`src/rtl/mac_tx_framer_pkg.sv`:
```
// Shared types and constants for the MAC TX dibit framer.
// Optional padding is controlled by the MAC_TX_PAD_EN macro.
package mac_tx_framer_pkg;

  localparam int unsigned MAC_W              = 48;
  localparam int unsigned TYPE_W             = 16;
  localparam int unsigned DIBIT_W            = 2;
  localparam int unsigned MAC_DIBITS         = 24;
  localparam int unsigned TYPE_DIBITS        = 8;
  localparam int unsigned MIN_PAYLOAD_DIBITS = 184;
  localparam int unsigned CNT_W              = 10;
  localparam int unsigned CNT_MAX            = (1 << CNT_W) - 1;
  localparam int unsigned FCNT_W             = 5;

`ifdef MAC_TX_PAD_EN
  typedef enum logic [2:0] {IDLE, DEST, SRC, TYPE, DATA, PAD} state_e;
`else
  typedef enum logic [2:0] {IDLE, DEST, SRC, TYPE, DATA} state_e;
`endif

  // Places the type field in the top bits so the 48-bit shifter can emit it.
  function automatic logic [MAC_W-1:0] type_left_align(input logic [TYPE_W-1:0] t);
    return {t, (MAC_W - TYPE_W)'(0)};
  endfunction

endpackage

```
`src/rtl/mac_tx_framer_if.sv`:
```
// Source/sink handshake bundle for the MAC TX framer.
interface mac_tx_framer_if;
  import mac_tx_framer_pkg::*;

  logic               start;
  logic               axiiv;
  logic [DIBIT_W-1:0] axiid;
  logic               axiir;
  logic               axiov;
  logic [DIBIT_W-1:0] axiod;
  logic               busy;
  logic               done;

  modport master (
    output start, axiiv, axiid,
    input  axiir, axiov, axiod, busy, done
  );

  modport slave (
    input  start, axiiv, axiid,
    output axiir, axiov, axiod, busy, done
  );

endinterface

```
`src/rtl/mac_tx_field_shifter.sv`:
```
// Loads a 48-bit field and presents it MSB-first, one dibit per shift.
module mac_tx_field_shifter
  import mac_tx_framer_pkg::*;
(
  input  logic               clk,
  input  logic               rst,
  input  logic               load_i,
  input  logic               shift_i,
  input  logic [MAC_W-1:0]   load_val_i,
  output logic [DIBIT_W-1:0] dibit_c
);

  logic [MAC_W-1:0] sh_q;
  logic [MAC_W-1:0] sh_d;

  // On load the first dibit comes straight from the input so it can be used the same cycle.
  always_comb begin
    sh_d    = sh_q;
    dibit_c = sh_q[MAC_W-1 -: DIBIT_W];
    if (load_i) begin
      sh_d    = load_val_i << DIBIT_W;
      dibit_c = load_val_i[MAC_W-1 -: DIBIT_W];
    end else if (shift_i) begin
      sh_d = sh_q << DIBIT_W;
    end
  end

  always_ff @(posedge clk or posedge rst) begin
    if (rst) sh_q <= '0;
    else     sh_q <= sh_d;
  end

endmodule

```
`src/rtl/mac_tx_framer.sv`:
```
// Ethernet-style TX framer: dest MAC, src MAC, ethertype, payload, optional pad.
// Define MAC_TX_PAD_EN to pad short payloads with zero dibits to the minimum length.
module mac_tx_framer
  import mac_tx_framer_pkg::*;
#(
  parameter logic [MAC_W-1:0]  FPGA_MAC  = '0,
  parameter logic [MAC_W-1:0]  HOST_MAC  = '0,
  parameter logic [TYPE_W-1:0] ETHERTYPE = '0
)
(
  input logic           clk,
  input logic           rst,
  mac_tx_framer_if.slave bus
);

  state_e              state_q, state_d;
  logic [FCNT_W-1:0]   fcnt_q, fcnt_d;
  logic [CNT_W-1:0]    cnt_q, cnt_d;
  logic                axiov_q, axiov_d;
  logic [DIBIT_W-1:0]  axiod_q, axiod_d;
  logic                busy_q, busy_d;
  logic                done_q, done_d;

  logic                sh_load;
  logic                sh_shift;
  logic [MAC_W-1:0]    sh_val;
  logic [DIBIT_W-1:0]  sh_dibit;

  mac_tx_field_shifter u_shifter (
    .clk        (clk),
    .rst        (rst),
    .load_i     (sh_load),
    .shift_i    (sh_shift),
    .load_val_i (sh_val),
    .dibit_c    (sh_dibit)
  );

  // state_q names the field whose dibit is emitted at the coming edge,
  // so DATA is entered while the last type dibit is still on the output.
  always_comb begin
    state_d  = state_q;
    fcnt_d   = fcnt_q;
    cnt_d    = cnt_q;
    axiov_d  = 1'b0;
    axiod_d  = '0;
    busy_d   = busy_q;
    done_d   = 1'b0;
    sh_load  = 1'b0;
    sh_shift = 1'b0;
    sh_val   = '0;

    case (state_q)
      IDLE: begin
        if (bus.start && !done_q) begin
          sh_load = 1'b1;
          sh_val  = HOST_MAC;
          axiov_d = 1'b1;
          axiod_d = sh_dibit;
          fcnt_d  = FCNT_W'(1);
          cnt_d   = '0;
          busy_d  = 1'b1;
          state_d = DEST;
        end
      end

      DEST: begin
        sh_shift = 1'b1;
        axiov_d  = 1'b1;
        axiod_d  = sh_dibit;
        if (fcnt_q == FCNT_W'(MAC_DIBITS - 1)) begin
          fcnt_d  = '0;
          state_d = SRC;
        end else begin
          fcnt_d = fcnt_q + FCNT_W'(1);
        end
      end

      SRC: begin
        sh_val   = FPGA_MAC;
        sh_load  = (fcnt_q == '0);
        sh_shift = (fcnt_q != '0);
        axiov_d  = 1'b1;
        axiod_d  = sh_dibit;
        if (fcnt_q == FCNT_W'(MAC_DIBITS - 1)) begin
          fcnt_d  = '0;
          state_d = TYPE;
        end else begin
          fcnt_d = fcnt_q + FCNT_W'(1);
        end
      end

      TYPE: begin
        sh_val   = type_left_align(ETHERTYPE);
        sh_load  = (fcnt_q == '0);
        sh_shift = (fcnt_q != '0);
        axiov_d  = 1'b1;
        axiod_d  = sh_dibit;
        if (fcnt_q == FCNT_W'(TYPE_DIBITS - 1)) begin
          fcnt_d  = '0;
          state_d = DATA;
        end else begin
          fcnt_d = fcnt_q + FCNT_W'(1);
        end
      end

      // Any edge without a valid dibit ends the payload.
      DATA: begin
        if (bus.axiiv) begin
          axiov_d = 1'b1;
          axiod_d = bus.axiid;
          if (cnt_q != CNT_W'(CNT_MAX)) cnt_d = cnt_q + CNT_W'(1);
        end
`ifdef MAC_TX_PAD_EN
        else if (cnt_q < CNT_W'(MIN_PAYLOAD_DIBITS)) begin
          axiov_d = 1'b1;
          cnt_d   = cnt_q + CNT_W'(1);
          state_d = PAD;
        end
`endif
        else begin
          busy_d  = 1'b0;
          done_d  = 1'b1;
          state_d = IDLE;
        end
      end

`ifdef MAC_TX_PAD_EN
      PAD: begin
        if (cnt_q < CNT_W'(MIN_PAYLOAD_DIBITS)) begin
          axiov_d = 1'b1;
          cnt_d   = cnt_q + CNT_W'(1);
        end else begin
          busy_d  = 1'b0;
          done_d  = 1'b1;
          state_d = IDLE;
        end
      end
`endif

      default: begin
        busy_d  = 1'b0;
        state_d = IDLE;
      end
    endcase
  end

  always_ff @(posedge clk or posedge rst) begin
    if (rst) begin
      state_q <= IDLE;
      fcnt_q  <= '0;
      cnt_q   <= '0;
      axiov_q <= 1'b0;
      axiod_q <= '0;
      busy_q  <= 1'b0;
      done_q  <= 1'b0;
    end else begin
      state_q <= state_d;
      fcnt_q  <= fcnt_d;
      cnt_q   <= cnt_d;
      axiov_q <= axiov_d;
      axiod_q <= axiod_d;
      busy_q  <= busy_d;
      done_q  <= done_d;
    end
  end

  assign bus.axiir = (state_q == DATA);
  assign bus.axiov = axiov_q;
  assign bus.axiod = axiod_q;
  assign bus.busy  = busy_q;
  assign bus.done  = done_q;

endmodule

```
`src/flat_wrapper.sv`:
```
// flat-port wrapper written by rule: the top's interface ports become plain ports
module mac_tx_framer_flat import mac_tx_framer_pkg::*;
#(
  parameter logic [MAC_W-1:0]  FPGA_MAC  = '0,
  parameter logic [MAC_W-1:0]  HOST_MAC  = '0,
  parameter logic [TYPE_W-1:0] ETHERTYPE = '0
)
  (clk, rst, bus_start, bus_axiiv, bus_axiid, bus_axiir, bus_axiov, bus_axiod, bus_busy, bus_done);
  mac_tx_framer_if bus_i ();
  input logic clk;
  input logic rst;
  input wire logic [$bits(bus_i.start)-1:0] bus_start;
  input wire logic [$bits(bus_i.axiiv)-1:0] bus_axiiv;
  input wire logic [$bits(bus_i.axiid)-1:0] bus_axiid;
  output wire logic [$bits(bus_i.axiir)-1:0] bus_axiir;
  output wire logic [$bits(bus_i.axiov)-1:0] bus_axiov;
  output wire logic [$bits(bus_i.axiod)-1:0] bus_axiod;
  output wire logic [$bits(bus_i.busy)-1:0] bus_busy;
  output wire logic [$bits(bus_i.done)-1:0] bus_done;
  assign bus_i.start = bus_start;
  assign bus_i.axiiv = bus_axiiv;
  assign bus_i.axiid = bus_axiid;
  assign bus_axiir = bus_i.axiir;
  assign bus_axiov = bus_i.axiov;
  assign bus_axiod = bus_i.axiod;
  assign bus_busy = bus_i.busy;
  assign bus_done = bus_i.done;
  mac_tx_framer #(.FPGA_MAC(FPGA_MAC), .HOST_MAC(HOST_MAC), .ETHERTYPE(ETHERTYPE)) u_core (.clk(clk), .rst(rst), .bus(bus_i));
endmodule
```
`config.mk`:
```
export PLATFORM = sky130hd
export DESIGN_NAME = mac_tx_framer_flat
export DESIGN_NICKNAME = d
export VERILOG_FILES = /design/src/rtl/mac_tx_framer_pkg.sv /design/src/rtl/mac_tx_framer_if.sv /design/src/rtl/mac_tx_field_shifter.sv /design/src/rtl/mac_tx_framer.sv /design/src/flat_wrapper.sv
export SDC_FILE = /design/constraint.sdc
export NUM_CORES = 1
export LEC_CHECK = 0
export BUFFER_PORTS_ARGS = -buffer_cell sky130_fd_sc_hd__buf_4
export CORE_MARGIN = 2
export CORE_UTILIZATION = 40
export DETAILED_ROUTE_END_ITERATION = 7
export SYNTH_ARGS = -nofsm -noshare
export SYNTH_HDL_FRONTEND = slang
export SYNTH_SLANG_ARGS = --single-unit
export TNS_END_PERCENT = 1
```
`constraint.sdc`:
```
create_clock -name clk -period 2.1 [get_ports clk]
set_input_delay 0.21 -clock clk [delete_from_list [all_inputs] [get_ports clk]]
set_output_delay 0.21 -clock clk [all_outputs]
set_load 0.02 [all_outputs]
```
==> qor.csv, run 1 <==
metric;value;unit
run_status;finished, final reports clean;
grt_usage;0.149;
cts_tree;yes;
die_area;0.00186;sq mm
die_h;43.2;um
synth.top_cell.area_share;0.531;
grt_overflow;0;
antenna_found_initial;0;
rr_endpoint;u_core.fcnt_q[3];
layout-drive-gt1-share;0.230;
fin_crit_sh;0.790;
syn2layout_area_growth;22.7;%
dp_cells;85;
fp.dieW;43.2;um
clk_latency;0.27;ns
ys_top_cells_by_area;dfrtp_1 53%, mux2i_1 3.3%, nand3_1 3.3%;
ys_ff_latch;13;
synth_area;613;sq um
min_from;bus_axiiv;
drv_slew;0;
drv_cap;0;
peakVddDrop;729;uV
grt_pass1_vias;470;
cts-resized-gates;0;
clock.fmax;603;MHz
via_per_inst;5.23;
synth-async-reset-ratio;1.00;
worst_slew_pin_slew;0.491;ns
vias;471;
post_cts_buffers;0;
hpwl;843;um
endpoint_kind;output pin;
synth_edf_count;0;
yosysSeqAreaShare;0.531;
final_nets;82;
hold_path_end;u_core.bus.done;
synth-main-ff-cell;dfrtp_1;
maxSlewHeadroom;0.672;
synth_common_cells;13 x dfrtp_1, 5 x nand2_1, 4 x nand3_1;
critical_path_required;1.89;ns
fillers;140;
period_minus_slack;1.66;ns
port_buffers;11;
drt_iter0_markers;12;
wl_per_cell;13.0;um
seq_power_share;0.473;
clkPwrFrac;0.174;
io_pins;12;
synth_nets;65;
worstRegToRegCells;5;
drc;0;
hold_class;input pin to register;
rrSetupSlack;0.54;ns
place_area;716;sq um
grt_setup_unrepaired;no;
ys_warn_count;0;
leakagePower;0.354;nW
cp_data_arrival_time;1.45;ns
reg2reg_from;u_core.fcnt_q[0];
n_antenna_cell;0;
grt_pass1_wl;1990;um
root_buffer;clkbuf_4;
hold_viol;0;
hold_depth;2;
internal_power;0.549;mW
synthCells;58;
p_comb_frac;0.352;
cp_max_fo;7;
crit_path_start_kind;register;
num_rows;14;
cts_buffers;3;
power_density;1160;mW/mm^2
path_clk_slew;0.08;ns
clock-sinks;13;
core;0.00147;sq mm
firstDrtPassIters;4;
finalClockSkew;0.00481;ns
wirelength;1170;um
design_area;752;sq um
tns;0;ns
initial_core_util;0.417;
syn_area_per_cell;10.6;sq um
clk_path_buf_depth;2;
grt_max_degree;14;
critPathKind;register to output pin;
setup_viol;0;
cts_htree_levels;1;
synthDistinctLibCells;28;
postRouteAntennaNets;0;
gp_congestion;0.760;
switching_share;0.373;
p_sw;0.327;mW
synth_area_leader_cell;dfrtp_1;
holdBufCountCts;1;
yosysMostFrequentCell;dfrtp_1;
instances_no_fill;90;
## area by class of cell
type / count / area [sq um] / share of cell area
multi-input combinational: 42 / 277 / 0.368
tap: 16 / 20.0 / 0.0266
timing repair buffer: 12 / 92.6 / 0.123
clock buffer: 4 / 26.3 / 0.0349
sequential: 13 / 325 / 0.433
inverter: 3 / 11.3 / 0.0150
## routing by layer
| layer | GRT usage | up-vias | share of wire | routed length, um |
|---|---|---|---|---|
| li1 | - | 244 | - | - |
| met5 | 0 | - | 0 | 0 |
| met2 | 0.221 | 6 | 0.46 | 535 |
| met3 | 0.0255 | 2 | 0.021 | 24 |
| met1 | 0.199 | 219 | 0.51 | 590 |
| met4 | 0.0909 | 0 | 0.015 | 17 |
## how the worst max path moves through the flow
stage	from	endpoint	slack [ns]
after floorplan	u_core.fcnt_q[0]	u_core.fcnt_q[3]	0.66
after global placement	u_core.fcnt_q[0]	u_core.fcnt_q[3]	0.61
after detailed placement	u_core.fcnt_q[0]	u_core.fcnt_q[3]	0.58
after CTS	u_core.state_q[0]	bus_axiir	0.44
after global routing	u_core.state_q[0]	bus_axiir	0.35
final	u_core.state_q[0]	bus_axiir	0.44
## critical path, cell delays in order, from the launching register on
cell and delay, ns:
dfrtp_1 0.46, nor2_2 0.31, and2_1 0.24, buf_4 0.16
## flip-flops by register name, summed over array words and instances (netlist names)
| register | count |
|---|---|
| u_core.state_q | 3 |
| u_core.fcnt_q | 5 |
| u_core.bus.axiov | 1 |
| u_core.bus.busy | 1 |
| u_core.bus.done | 1 |
| u_core.bus.axiod | 2 |
## stage by stage
stage	worst slack, ns	total power, mW	utilization	hold slack [ns]
after global routing	0.345	0.943	0.511	0.124
after global placement	0.613	0.724	0.486	0.272
final	0.442	0.876	0.511	0.124
after CTS	0.436	0.885	0.511	0.119
after floorplan	0.662	0.643	-	0.0870
after detailed placement	0.578	0.726	0.486	0.274
## cell usage in the layout (no fill, tap or decap)
master and count:
clkbuf_1 1, a22o_1 1, buf_4 11, or4b_1 1, a21oi_1 2, nor2_1 3, a31oi_1 1, a211oi_1 2
inv_1 3, nand2_1 5, nor2b_1 1, nand3_1 4, o211ai_1 1, o21ai_0 3, clkbuf_4 3, a21oi_2 1
a21bo_1 1, mux2i_1 2, nand2b_1 1, dlygate4sd3_1 1, nand3b_1 2, ha_1 1, o21a_1 1, and3_1 2
nand4_1 1, o41ai_1 1, nor2_4 1, and2_1 1, dfrtp_1 13, nor2_2 1, a21o_1 1, nand4b_1 1
## logic make-up (layout without fill, tap and decap cells)
group           Yosys count  count (layout)  synth area share
flops                    13              13             0.531
mux                       2               2            0.0327
compound gates           15              15             0.171
fa+ha+maj                 1               1            0.0204
simple gates             24              24             0.227
buf+inv                   3              19            0.0184
## power groups by stage
stage | registers, mW | logic (mW) | clock network, mW
floorplan | 0.413 | 0.230 | 0
global placement | 0.419 | 0.305 | 0
detailed placement | 0.421 | 0.306 | 0
CTS | 0.415 | 0.309 | 0.160
global route | 0.430 | 0.342 | 0.171
finish | 0.415 | 0.309 | 0.153
No activity file was read; power rests on OpenSTA's default activity.
==> run 2: changes to the inputs <==
==> constraint.sdc (replaced) <==
create_clock -name clk -period 1.38 [get_ports clk]
set_input_delay 0.138 -clock clk [delete_from_list [all_inputs] [get_ports clk]]
set_output_delay 0.138 -clock clk [all_outputs]
set_load 0.02 [all_outputs]
==> run 2 against run 1 <==
  * Clock skew about the same
  * Combinational power increased by 140%
  * Critical path depth increased by 2
  * Count of clock-buffer cells in the layout unchanged
  * Highest routed layer unchanged
  * Clock power increased by 55%
  * Power increased by 84%
  * Register-to-register slack got worse by 0.53 ns
  * Critical endpoint is now u_core.fcnt_q[3]
==> qor.csv, run 2 (same netlist as run 1, synthesis figures left out) <==
metric;value;unit;change
p_comb_frac;0.457;;+0.105
peakVddDrop;864;uV;+18%
hold_class;input pin to register;;
clkPwrFrac;0.147;;-0.027
period_minus_slack;1.37;ns;
drv_slew;0;;unchanged
clock-sinks;13;;unchanged
via_per_inst;5.47;;+4.4%
clk_latency;0.28;ns;about the same
power_density;1850;mW/mm^2;+59%
fp.dieW;43.2;um;unchanged
endpoint_kind;register;;
finalClockSkew;0.00473;ns;-0.0000859 ns
largest_register_ffs;5;;unchanged
gp_congestion;0.806;;+6.1%
cts_tree;yes;;
postRouteAntennaNets;0;;unchanged
crit_path_start_kind;register;;
internal_power;1.02;mW;+86%
syn2layout_area_growth;41.6;%;
die_area;0.00186;sq mm;unchanged
critPathKind;register to register;;
n_antenna_cell;0;;unchanged
drv_cap;0;;unchanged
slowest_stage;or4b_1;;
wl_per_cell;14.4;um;+11%
grt_max_degree;14;;unchanged
clk_path_buf_depth;2;;unchanged
root_buffer;clkbuf_4;;
cts_buffers;3;;unchanged
place_area;778;sq um;+8.7%
wirelength;1480;um;+27%
grt_pass1_vias;538;;+14%
run_status;finished, final reports clean;;
worst_slew_pin_slew;0.491;ns;-0.000510 ns
clock.fmax;729;MHz;
crit_family;simple AND/OR/NAND/NOR gates;;
switching_share;0.365;;-0.00850
regMostFlops;u_core.fcnt_q;;
grt_setup_unrepaired;yes;;
setup_viol;0;;unchanged
io_pins;12;;unchanged
hold_viol;0;;unchanged
grt_overflow;0;;unchanged
cts_htree_levels;1;;unchanged
cp_data_arrival_time;1.59;ns;+0.14 ns
initial_core_util;0.417;;unchanged
final_cell_mix;24 x buf_4, 10 x dfrtp_1, 5 x nand2_1, 4 x nand3_1;;
grt_pass1_wl;2440;um;+22%
worstPathBufferInverterCount;0;;-1
firstDrtPassIters;4;;unchanged
hpwl;961;um;+14%
p_sw;0.587;mW;+80%
drt_iter0_markers;13;;+1
die_h;43.2;um;unchanged
antenna_found_initial;0;;unchanged
vias;563;;+20%
maxSlewHeadroom;0.673;;about the same
crit_path_max_incr_delay;0.46;ns;about the same
core;0.00147;sq mm;unchanged
path_clk_slew;0.08;ns;about the same
port_buffers;11;;unchanged
layout-drive-gt1-share;0.414;;+0.184
final_nets;95;;+16%
drc;0;;unchanged
num_rows;14;;unchanged
critical_path_required;1.59;ns;-0.30 ns
design_area;868;sq um;+15%
leakagePower;0.416;nW;+17%
seq_power_share;0.395;;-0.078
path_cells;ha_2 -> nand3b_1 -> a21oi_2 -> or4b_1 -> nand3_1;;
fin_crit_sh;0.994;;
final_common_cell;buf_4;;
tns;0;ns;unchanged
grt_usage;0.188;;+0.0393
cp_max_fo;2;;-5
-- run 2: cell count changes in the layout (fill, tap and decap cells not counted) --
cell      delta
buf_4       +13
dfrtp_1      -3
dfrtp_2      +3
a211oi_1     -1
a211oi_2     +1
and2_1       -1
and2_4       +1
ha_1         -1
ha_2         +1
nor2_2       -1
nor2_4       +1
-- run 2: worst paths after layout --
| path | depth (start not counted) | end | slack, ns | startpoint |
|---|---|---|---|---|
| min | 2 | u_core.bus.done | 0.06 | bus_axiiv |
| min in group asynchronous | 3 | u_core.fcnt_q[0] | 0.43 | rst |
| max in group asynchronous | 3 | u_core.fcnt_q[3] | 0.59 | rst |
| max | 5 | u_core.fcnt_q[3] | 0.008 | u_core.fcnt_q[0] |
| min reg2reg | 2 | u_core.bus.busy | 0.55 | u_core.bus.busy |
| max reg2reg | 5 | u_core.fcnt_q[3] | 0.008 | u_core.fcnt_q[0] |
-- run 2: per-layer routing --
layer  GRT usage  wire length [um]  share of wire
met2       0.293               726           0.49
met3      0.0638                44          0.030
met1       0.223               671           0.45
met5           0                 0              0
met4       0.109                38          0.026
-- run 2: power by group through the flow --
stage	Clock, mW	Sequential [mW]	Combinational, mW
3_3_place_gp	0	0.612	0.619
5_1_grt	0.276	0.651	0.824
6_report	0.237	0.637	0.736
2_1_floorplan	0	0.630	0.355
4_1_cts	0.242	0.619	0.649
3_5_place_dp	0	0.616	0.623
-- run 2: timing repair --
action / in CTS / in global routing
resized for setup: 1 / 5
setup buffers: 1 / 4
hold buffers: 1 / 0
endpoints found under the hold margin: 13 / 0
endpoints found under the setup margin: 2 / 3
pin swaps: 1 / 6
gates cloned: 0 / 0
-- run 2: cell type report --
type / instances / area, sq um
fill: 138 / 603
multi-input combinational: 42 / 292
inverter: 3 / 11.3
sequential: 13 / 329
clock buffer: 4 / 26.3
timing repair buffer: 25 / 190
tap: 16 / 20.0
-- run 2: through the flow --
| step | hold slack (ns) | setup WS, ns | instances | power (mW) | utilization |
|---|---|---|---|---|---|
| after detailed placement | 0.195 | 0.0304 | 93 | 1.24 | 0.529 |
| after floorplan | 0.0150 | 0.00275 | 58 | 0.985 | - |
| after global routing | 0.0450 | -0.0634 | 103 | 1.75 | 0.590 |
| final | 0.0584 | 0.00777 | 103 | 1.61 | 0.590 |
| after global placement | 0.202 | 0.0561 | 93 | 1.23 | 0.529 |
| after CTS | 0.0551 | -0.0248 | 99 | 1.51 | 0.562 |
-- run 2: worst reg2reg max path: stages (launching register included) --
cell and delay (ns):
dfrtp_1 0.40, ha_2 0.20, nand3b_1 0.12, a21oi_2 0.05
or4b_1 0.46, nand3_1 0.09
